### src/rtl/regfile_wb_ctrl.sv
// Writeback arbiter and clear sweep for a 2R1W register file.
// Define REGFILE_WB_BYPASS_EN to compile in the write-in-flight bypass.
module regfile_wb_ctrl #(
    parameter int WIDTH      = 32,
    parameter int DEPTH_LOG2 = 4
) (
    input  logic                  clk,
    input  logic                  rst,
    input  logic                  a_valid,
    input  logic [DEPTH_LOG2-1:0] a_addr,
    input  logic [WIDTH-1:0]      a_data,
    output logic                  a_ready,
    input  logic                  b_valid,
    input  logic [DEPTH_LOG2-1:0] b_addr,
    input  logic [WIDTH-1:0]      b_data,
    output logic                  b_ready,
    output logic                  rf_write,
    output logic [DEPTH_LOG2-1:0] rf_write_addr,
    output logic [WIDTH-1:0]      rf_write_data,
    output logic                  init_busy,
    input  logic [DEPTH_LOG2-1:0] rs1_addr,
    input  logic [DEPTH_LOG2-1:0] rs2_addr,
    output logic                  rs1_byp_hit,
    output logic [WIDTH-1:0]      rs1_byp_data,
    output logic                  rs2_byp_hit,
    output logic [WIDTH-1:0]      rs2_byp_data
);

    typedef enum logic {INIT, RUN} state_t;

    localparam logic [DEPTH_LOG2-1:0] LAST = '1;

    state_t                state, state_nxt;
    logic [DEPTH_LOG2-1:0] cnt;
    logic                  rr_b;
    logic                  a_xfer, b_xfer;

    always_ff @(posedge clk or posedge rst) begin
        if (rst) state <= INIT;
        else     state <= state_nxt;
    end

    always_comb begin
        state_nxt = state;
        unique case (state)
            INIT:    if (cnt == LAST) state_nxt = RUN;
            RUN:     state_nxt = RUN;
            default: state_nxt = INIT;
        endcase
    end

    // rr_b=0 favours A on contention, rr_b=1 favours B
    always_comb begin
        init_busy = (state == INIT);
        a_ready   = 1'b0;
        b_ready   = 1'b0;
        if (state == RUN) begin
            a_ready = a_valid && (!b_valid || !rr_b);
            b_ready = b_valid && (!a_valid || rr_b);
        end
    end

    assign a_xfer = a_valid && a_ready;
    assign b_xfer = b_valid && b_ready;

    always_ff @(posedge clk or posedge rst) begin
        if (rst) begin
            cnt           <= '0;
            rr_b          <= 1'b0;
            rf_write      <= 1'b0;
            rf_write_addr <= '0;
            rf_write_data <= '0;
        end else if (state == INIT) begin
            cnt           <= cnt + 1'b1;
            rf_write      <= 1'b1;
            rf_write_addr <= cnt;
            rf_write_data <= '0;
        end else begin
            rf_write <= 1'b0;
            // address 0 is hardwired zero: accept but drop the write
            if (a_xfer) begin
                rr_b <= 1'b1;
                if (a_addr != '0) begin
                    rf_write      <= 1'b1;
                    rf_write_addr <= a_addr;
                    rf_write_data <= a_data;
                end
            end else if (b_xfer) begin
                rr_b <= 1'b0;
                if (b_addr != '0) begin
                    rf_write      <= 1'b1;
                    rf_write_addr <= b_addr;
                    rf_write_data <= b_data;
                end
            end
        end
    end

`ifdef REGFILE_WB_BYPASS_EN
    logic byp_ok;
    assign byp_ok = (state == RUN) && rf_write;

    always_comb begin
        rs1_byp_hit  = byp_ok && (rf_write_addr == rs1_addr)
                       && (rs1_addr != '0);
        rs2_byp_hit  = byp_ok && (rf_write_addr == rs2_addr)
                       && (rs2_addr != '0);
        rs1_byp_data = rs1_byp_hit ? rf_write_data : '0;
        rs2_byp_data = rs2_byp_hit ? rf_write_data : '0;
    end
`else
    assign rs1_byp_hit  = 1'b0;
    assign rs2_byp_hit  = 1'b0;
    assign rs1_byp_data = '0;
    assign rs2_byp_data = '0;
`endif

endmodule

### config.mk
export PLATFORM = sky130hd
export DESIGN_NAME = regfile_wb_ctrl
export DESIGN_NICKNAME = d
export VERILOG_FILES = /design/src/rtl/regfile_wb_ctrl.sv
export SDC_FILE = /design/constraint.sdc
export NUM_CORES = 1
export LEC_CHECK = 0
export CAP_MARGIN = 15
export CORE_UTILIZATION = 39
export DETAILED_ROUTE_END_ITERATION = 10
export PLACE_DENSITY = 0.95
export SLEW_MARGIN = 10
export SYNTH_ARGS = -nofsm -noshare
export SYNTH_HDL_FRONTEND = slang
export SYNTH_SLANG_ARGS = --single-unit
### constraint.sdc
create_clock -name clk -period 4 [get_ports clk]
set_input_delay 0.8 -clock clk [delete_from_list [all_inputs] [get_ports clk]]
set_output_delay 0.8 -clock clk [all_outputs]
set_load 0.005 [all_outputs]
==> impl_results.md <==
* Final HPWL DP at 5215 um
* Yosys top cell area share at 0.3870
* Max Clock Skew at 0.01546 ns
* Die X at 86.43 um
* Syn Inst Count at 296
* Htree depth at 2
* Avg WL per Cell at 14.06 um
* Crit Path Max Fanout at 38
* First-pass iteration count of the detailed router at 5
* Hold Path End: cnt[3]
* Setup Buffers After CTS at 0
* Post-synthesis sequential area ratio at 0.3870
* Sequential Area at 1076 sq um
* First-pass GRT wire length at 11160 um
* Post-Syn Area per Cell at 9.392 sq um
* Number of fill cells at 628
* Initial antenna violation count at 0
* CTS sink count at 43
* Top post-synthesis cells by area: dfrtp_1 39%, buf_4 18%, mux2_2 15%
* Hold Buf Count CTS at 0
* Setup crit end kind: output port
* Area of the multi-input gates at 1318 sq um
* Data arrival time of the worst path at 2.48 ns
* Layout cell share with drive strength beyond 1 at 0.1337
* N_diodes at 0
* Final Max Slew Viols at 0
* Worst r2r src: state
* # DRC at 0
* Crit path kind: input port to output port
* Hold WS at 0.5086 ns
* Number of global-route vias before repair at 2339
* Hold path start: cnt[3]
* Slew @ Worst Pin at 0.9313 ns
* Die ar. at 7470 sq um
* CTS tree: built
* WL final at 7030 um
* Die span in y at 86.43 um
* Syn. warnings at 0
* Port Buf Inserts at 115
* Core Box Area at 6832 sq um
* Post_cts resized at 0
* Hold Path Class: flop to flop
* Mux cell area share after synthesis at 0.1539
* Worst reg2reg path depth at 6
* DRT iter0 DRCs at 83
* Max_slew headroom at 0.3782
* R2r endpoint: rf_write_data[19]
* Clock latency on the worst-skew pair at 0.30 ns
* Max VDD drop at 171.8 uV
* Io pins at 190
* Status: completed
* Largest net degree at the start of global routing at 44
* Hold path depth at 1
* Max-capacitance violation count at 0
* GPL Wtd Cong at 0.7369
* Post-Syn Area at 2780 sq um
* Clk slew on worst S/H paths at 0.07 ns
* Finished Layout Cells at 500
* Distinct cells, synth at 21
* Synthesized flop and latch total at 43
* GRT overflow at 0
* CTS Buf Count at 5
* Post-Synth XOR/XNOR Area at 0.009451
* Worst Path Required at 3.20 ns
* Max clock buf depth at 2
* Area grow syn2layout at 37.89%
* Final hold violations at 0
* RSZ-0062 raised after global routing: false
* Post-synthesis compound-gate area fraction at 0.08551
* Final Setup Violations at 0
* Nets at 488
* Final min period at 3.277 ns
* Simple-gate share of the synthesized area at 0.1314
* Number of routed nets with antenna violations at 0
* Starting density of the core at 0.4070
* Largest family of logic cells by synthesized area: buffers and inverters
* Synth area leader: dfrtp_1
* Achievable Freq at 305.2 MHz
* Cell Rows at 30
* Routed vias at 2341
* R2R setup slack at 1.77 ns
* Total GRT Usage at 0.1923
* Worst setup SP type: input port
* Setup TNS at 0 ns
* P_leak at 1.738 nW
* Post-Synth Adder-Cell Area at 0.004500
* Cell Pwr Density at 338.6 nW/um^2
* CTS Root Cell: clkbuf_8
* Vias per cell at 4.682
* Crit share post-route at 0.8193
* Placed Cells at 492
logic make-up (layout without fill, tap and decap cells):
group,Yosys count,after routing
adders and majority gates,1,1
buffers and inverters,90,133
and+or+nand+nor,80,80
other,1,66
muxes,38,38
xor gates and xnor gates,3,3
AOI/OAI and AO/OA,40,40
DFF,43,43
layout by cell type (no fill, tap or decap), types with 2 or more instances in the layout:
master and count:
xnor2_1 3, dfrtp_1 43, nand2_1 37, nor4_1 2
nand3_1 36, o221ai_1 2, buf_4 5, a221o_1 2
clkdlybuf4s50_1 115, clkbuf_8 5, o21ai_0 32, a21oi_1 2
inv_1 4, nor2b_1 3, conb_1 66, mux2_2 38
how the worst max path moves through the flow:
stage / start / endpoint / depth (start not counted)
after detailed placement: a_valid / a_ready / 4
after floorplan: a_valid / a_ready / 5
after CTS: a_valid / a_ready / 4
after global routing: a_valid / a_ready / 4
after global placement: a_valid / a_ready / 4
final: a_valid / a_ready / 4
final cells by class:
cell class,count,area share
clock inverters,3,0.01142
flip-flops and latches,43,0.2807
repair buffers,120,0.3101
clock buffers,5,0.01795
inverters,5,0.004896
well taps,96,0.03133
multi-input cells,228,0.3437
state kept, by name (all words and copies together) (netlist names):
signal,count
rf_write,1
rf_write_addr,4
state,1
rr_b,1
cnt,4
rf_write_data,32
cell usage after synthesis (all sizes together):
library cell / instances
conb: 1
inv: 5
o221ai: 2
xnor2: 3
and2: 2
ha: 1
clkbuf: 13
buf: 72
nor4: 2
dfrtp: 43
a22oi: 1
a211o: 1
a221o: 2
mux2: 38
o21ai: 32
nand3: 36
nor2b: 3
nand2: 37
a21oi: 2
power breakdown:
group / internal (mW) / switching, mW
combinational: 0.263 / 0.154
sequential: 0.502 / 0.0365
clock: 0.186 / 0.156
total: 0.951 / 0.347
metal layers:
| layer | vias to the layer above | wire [um] | track usage |
|---|---|---|---|
| li1 | 1080 | - | - |
| met4 | 0 | 82 | 0.05758 |
| met3 | 9 | 570 | 0.06857 |
| met2 | 123 | 3710 | 0.3449 |
| met1 | 1129 | 2667 | 0.2136 |
| met5 | - | 0 | 0 |
worst max-delay path, cell delays in order:
cell	delay [ns]
clkdlybuf4s50_1	0.52
and2_1	0.17
and2_4	0.38
clkdlybuf4s50_1	0.59
through the flow:
stage / power [mW] / utilization / setup WS [ns] / instance area, sq um
floorplan: 0.7593 / - / 1.683 / 3024
global placement: 0.9486 / 0.5447 / 0.7675 / 3721
detailed placement: 0.9656 / 0.5447 / 0.7262 / 3721
CTS: 1.312 / 0.5612 / 0.7179 / 3834
global route: 1.368 / 0.5612 / 0.6349 / 3834
finish: 1.298 / 0.5612 / 0.7229 / 3834
No activity file was read; power rests on OpenSTA's default activity.
